### config.mk
export PLATFORM = sky130hd
export DESIGN_NAME = exmem_stage
export DESIGN_NICKNAME = d
export VERILOG_FILES = /design/src/rtl/exmem_stage.sv
export SDC_FILE = /design/constraint.sdc
export NUM_CORES = 1
export LEC_CHECK = 0
export CELL_PAD_IN_SITES_DETAIL_PLACEMENT = 1
export CELL_PAD_IN_SITES_GLOBAL_PLACEMENT = 1
export CORE_ASPECT_RATIO = 0.8
export CORE_UTILIZATION = 41
export CTS_CLUSTER_DIAMETER = 80
export DETAILED_ROUTE_END_ITERATION = 10
export PLACE_DENSITY_LB_ADDON = 0.1
export SKIP_LAST_GASP = 1
export SYNTH_ARGS = -nofsm -noshare
export SYNTH_HDL_FRONTEND = slang
export SYNTH_SLANG_ARGS = --single-unit
export TNS_END_PERCENT = 20
### constraint.sdc
create_clock -name clk -period 2.1 [get_ports clk]
set_input_delay 0.63 -clock clk [delete_from_list [all_inputs] [get_ports clk]]
set_output_delay 0.63 -clock clk [all_outputs]
set_load 0.01 [all_outputs]
### src/rtl/exmem_stage.sv
// exmem_stage
// -----------
// EX/MEM pipeline stage for the RISC-V core. It carries the branch-target
// adder result, ALU result, zero flag, store data, destination register and
// the memory/writeback control bundle from EX to MEM. The stage has a
// valid/ready handshake and a one-entry skid buffer. MEM-side back-pressure
// never drops an instruction, and in_ready comes straight from a flop.
//
// Optional feature: define EXMEM_STAGE_STATS_EN to add the stall and flush
// event counters (stall_cnt, flush_cnt).
//
// Ports
//   clk, reset            clock; synchronous active-high reset
//   flush                 synchronous kill of all held entries
//   in_valid / in_ready   EX-side handshake (in_ready = skid register empty)
//   in_adder, in_alu      XLEN-bit adder and ALU results
//   in_zero               ALU zero flag
//   in_wdata              XLEN-bit store data
//   in_rd                 destination register index
//   in_ctrl               control bundle {addermuxselect, regwrite, memwrite,
//                         memtoreg, memread, branch}, with branch at bit 0
//   out_valid / out_ready MEM-side handshake
//   out_*                 registered fields; out_ctrl is forced to 0 while
//                         out_valid=0
//   stall_cnt, flush_cnt  saturating event counters (stats build only)
module exmem_stage #(
  parameter int unsigned XLEN   = 64,
  parameter int unsigned RD_W   = 5,
  parameter int unsigned CTRL_W = 6
) (
  input  logic              clk,
  input  logic              reset,
  input  logic              flush,
  input  logic              in_valid,
  output logic              in_ready,
  input  logic [XLEN-1:0]   in_adder,
  input  logic [XLEN-1:0]   in_alu,
  input  logic              in_zero,
  input  logic [XLEN-1:0]   in_wdata,
  input  logic [RD_W-1:0]   in_rd,
  input  logic [CTRL_W-1:0] in_ctrl,
  output logic              out_valid,
  input  logic              out_ready,
  output logic [XLEN-1:0]   out_adder,
  output logic [XLEN-1:0]   out_alu,
  output logic [XLEN-1:0]   out_wdata,
  output logic              out_zero,
  output logic [RD_W-1:0]   out_rd,
  output logic [CTRL_W-1:0] out_ctrl
`ifdef EXMEM_STAGE_STATS_EN
  ,
  output logic [31:0]       stall_cnt,
  output logic [31:0]       flush_cnt
`endif
);

  localparam int unsigned EntW = 3 * XLEN + 1 + RD_W + CTRL_W;

  // Main register M drives the outputs; skid register S holds the entry
  // captured while M is stalled.
  logic [EntW-1:0]   r_m_entry;
  logic [EntW-1:0]   r_s_entry;
  logic              r_m_valid;
  logic              r_s_valid;

  logic [EntW-1:0]   w_in_entry;
  logic              w_adv;
  logic              w_accept;
  logic [CTRL_W-1:0] w_m_ctrl;

  assign w_in_entry = {in_adder, in_alu, in_zero, in_wdata, in_rd, in_ctrl};

  // A full skid register is the only reason to refuse input, so in_ready
  // depends only on state and never on out_ready.
  assign in_ready = ~r_s_valid;
  assign w_accept = in_valid & in_ready;
  assign w_adv    = ~r_m_valid | out_ready;

  always_ff @(posedge clk) begin
    if (reset || flush) begin
      r_m_valid <= 1'b0;
      r_s_valid <= 1'b0;
      r_m_entry <= '0;
      r_s_entry <= '0;
    end else if (w_adv && r_s_valid) begin
      // The older skid entry goes first. No input is accepted this cycle
      // because in_ready is low.
      r_m_entry <= r_s_entry;
      r_m_valid <= 1'b1;
      r_s_valid <= 1'b0;
    end else if (w_adv) begin
      // Fields load even for a bubble; out_ctrl gating hides them.
      r_m_entry <= w_in_entry;
      r_m_valid <= in_valid;
    end else if (w_accept) begin
      r_s_entry <= w_in_entry;
      r_s_valid <= 1'b1;
    end
  end

  assign {out_adder, out_alu, out_zero, out_wdata, out_rd, w_m_ctrl} = r_m_entry;
  assign out_valid = r_m_valid;
  // Keep the memwrite and regwrite bits of a bubble from reaching MEM.
  assign out_ctrl  = r_m_valid ? w_m_ctrl : '0;

`ifdef EXMEM_STAGE_STATS_EN
  logic [31:0] r_stall_cnt;
  logic [31:0] r_flush_cnt;

  always_ff @(posedge clk) begin
    if (reset) begin
      r_stall_cnt <= '0;
      r_flush_cnt <= '0;
    end else begin
      if (r_m_valid && !out_ready && (r_stall_cnt != 32'hFFFF_FFFF)) begin
        r_stall_cnt <= r_stall_cnt + 32'd1;
      end
      // Count only flushes that actually kill something.
      if (flush && (r_m_valid || r_s_valid) && (r_flush_cnt != 32'hFFFF_FFFF)) begin
        r_flush_cnt <= r_flush_cnt + 32'd1;
      end
    end
  end

  assign stall_cnt = r_stall_cnt;
  assign flush_cnt = r_flush_cnt;
`endif

endmodule
==> impl_metrics.csv <==
group,metric,value,unit
die,die_w,257,um
placed_design,place_area,24500,um2
synth,syn-instance-count,2072,
synth,synth_common_cells,"nor3b_1, dfxtp_1, a211oi_1, mux2i_1, buf_4",
clocking,cts_tree,"yes",
power,seqPwrFrac,0.425,
synth,ys_async_sr_fraction,0,
synth,synth_nets,2281,
sta,max_freq,469,MHz
sta,worst_slack,-0.0326,ns
route,antenna_left,0,
die,fp-row-count,74,
outcome,violations,"setup timing",
synth,ys.flop_type,"dfxtp_1",
synth,synth_area_leaders,"dfxtp_1, nor3b_1, mux2i_1",
route,vias_per_cell,5.50,
power,p_leak,9.45,nW
sta,setup_viol,24,
die,dieArea,52900,um2
clocking,htreeDepth,2,
final_layout,post-route-util,0.514,
clocking,clkSinkCount,410,
critical_path,r2r_start,"out_valid",
grt,grt_pass1_wl,96100,um
final_layout,fin_area,26300,um2
synth,yosysMostFrequentCell,"nor3b_1",
power,vdd_ir_drop_max,0.489,mV
die,ioPinCount,415,
final_layout,seqCellArea,8220,um2
clocking,root_buffer,"clkbuf_16",
die,die_y,206,um
grt,track_usage,0.229,
outcome,status,"finished, violations left",
clocking,clkLatencyLatePin,0.56,ns
synth,ys_seq_area_frac,0.385,
critical_path,r2r-end,"r_s_entry[167]",
power,combPwrFrac,0.112,
synth,synth-warning-count,0,
power,p_sw_frac,0.239,
placed_design,dpl.hpwl,38800,um
sta,min_period,2.13,ns
synth,syn-cell-area,21300,um2
final_layout,area_delta_synth_final,23.5,%
power,clock_power_share,0.463,
sta,slew_viol_final,0,
route,wl,62000,um
synth,yosysTopAreaCell,"dfxtp_1",
final_layout,multiInputGateArea,10600,um2
synth,synth_top_area_frac,0.385,
grt,antenna_found_initial,7,
clocking,clockBufferDepth,3,
critical_path,critPathKind,"flop to output pin",
synth,synth_edf_count,0,
placed_design,gp_congestion,0.750,
critical_path,crit_path_end_kind,"output pin",
clocking,cts.clk_slew.worst_paths,0.06,ns
flow_run,cap_violations,0,
critical_path,critPathArrivalTime,1.50,ns
synth,syn_area_per_cell,10.3,um2
route,drc,0,
final_layout,layout-drive-gt1-share,0.114,
route,drt-initial-drc-count,754,
die,initial_core_util,0.416,
critical_path,reg2reg_slack,0.10,ns
synth,synth.distinct_cells,19,
critical_path,path_cells,"clkdlybuf4s50_1",
placed_design,place_ws,-0.377,ns
power,p_int,0.0145,W
final_layout,fin_nets,2372,
sta,finalCritPeriodShare,1.02,
sta,relSlewSlack,0.388,
critical_path,worst-path-buf-inv,1,
power,powerDensity,725,nW/um2
die,core_area,51200,um2
clocking,numCtsBuffers,46,
sta,rsz0062_at_grt,"yes",
critical_path,cpMaxStageDelayCell,"clkdlybuf4s50_1",
critical_path,r2r_cells,7,
final_layout,filler_cell_count,5382,
grt,grt_max_degree,150,
sta,fin_worst_skew,0.00912,ns
critical_path,cp-start-kind,"flop",
sta,worst_pin_slew,0.918,ns
critical_path,crit_family,"buffers and inverters",
placed_design,numPortBuffers,414,
power,p_sw,0.00457,W
synth,ys_ff_latch,410,
grt,grt_pass1_vias,16400,
critical_path,worstPathRequired,1.47,ns
route,wl_per_cell,21.5,um
critical_path,max_stage_delay,0.58,ns
route,first_pass_iters,5,
route,num_vias,15900,
min_path,min_path_cells,3,
min_path,worstHoldStart,"flush",
sta,hold_viol_final,0,
min_path,holdPathEnd,"r_s_entry[78]",
grt,grt_overflow,0,
critical_path,cp_max_fo,2,
critical_path,crit_start,"r_m_entry[69]",
min_path,min_path_type,"input pin to flop",
==> layer usage <==
layer	global-route usage	vias to the layer above	share of wire
li1	-	7515	-
met2	0.385	321	0.48
met1	0.296	7956	0.45
met4	0.0765	4	0.029
met5	0	-	0.00035
met3	0.0405	98	0.049
==> cells by family after synthesis <==
family          Yosys count  synth area share
buf+inv                 426             0.120
simple gates            623             0.219
mux                     408             0.204
compound gates          205            0.0721
flops                   410             0.385
==> through the flow <==
stage                     total power, W  hold slack [ns]  std cells  TNS [ns]
after detailed placement          0.0104            0.555       2793    -61.27
final                             0.0191            0.550       2890    -0.329
after floorplan                  0.00947            0.532       2072         0
after CTS                         0.0193            0.520       2885     -5.54
after global routing              0.0198            0.560       2888     -5.03
after global placement            0.0104            0.539       2793    -55.86
==> area by class of cell <==
cell class,instances,share of cell area
well taps,684,0.0325
flip-flops and latches,410,0.312
diodes,5,0.000475
multi-input cells,1236,0.401
inverters,1,0.000143
repair buffers,468,0.189
clock buffers,70,0.0561
clock inverters,16,0.00780
==> worst reg2reg max path: cells and delay by family (launching register included) <==
family / cells / cell delay [ns]
and+or+nand+nor: 1 / 0.20
buffers and inverters: 5 / 0.91
DFF: 1 / 0.39
muxes: 1 / 0.39
==> timing repair <==
action,CTS,global route
hold buffers,0,0
setup endpoints to repair,174,173
gates resized for setup,43,34
buffers inserted,6,0
==> placed cells by master (no fill, tap or decap) <==
master | netlist | routed
nor3_1 | 1 | 1
nor3b_1 | 612 | 612
dlymetal6s2s_1 | 0 | 34
nor2_1 | 1 | 1
nand2b_4 | 0 | 1
mux2_1 | 99 | 99
bufinv_16 | 0 | 5
buf_4 | 198 | 22
buf_8 | 0 | 2
diode_2 | 0 | 5
clkbuf_8 | 0 | 15
dfxtp_2 | 0 | 1
clkdlybuf4s50_1 | 0 | 344
nor4bb_4 | 0 | 1
clkbuf_1 | 138 | 5
buf_2 | 67 | 1
dfxtp_1 | 410 | 407
inv_1 | 1 | 1
clkinv_2 | 0 | 11
buf_12 | 0 | 30
dfxtp_4 | 0 | 2
mux2i_1 | 204 | 204
buf_6 | 18 | 4
mux2_2 | 105 | 105
a211oi_1 | 204 | 204
clkbuf_16 | 0 | 50
and2_1 | 6 | 6
dlygate4sd2_1 | 0 | 31
a21oi_1 | 1 | 1
or2_4 | 0 | 1
==> sequential cells by signal (all words and copies together), names as in the netlist <==
register,flops
r_m_entry,204
r_s_entry,204
out_valid,1
r_s_valid,1
==> power groups by stage <==
stage                     registers (W)  clock network (W)  logic (W)
after floorplan                 0.00823                  0    0.00124
after global placement          0.00829                  0    0.00211
after detailed placement        0.00830                  0    0.00214
after CTS                       0.00812            0.00906    0.00215
after global routing            0.00813            0.00941    0.00228
final                           0.00812            0.00884    0.00213
==> worst max-delay path by stage <==
stage                           to  cells after the start
detailed placement  r_s_entry[167]                      5
CTS                    out_ctrl[2]                      2
global route         out_wdata[51]                      1
floorplan           r_s_entry[110]                      6
finish               out_wdata[58]                      1
global placement    r_s_entry[191]                      5
(Power assumes the default switching activity.)
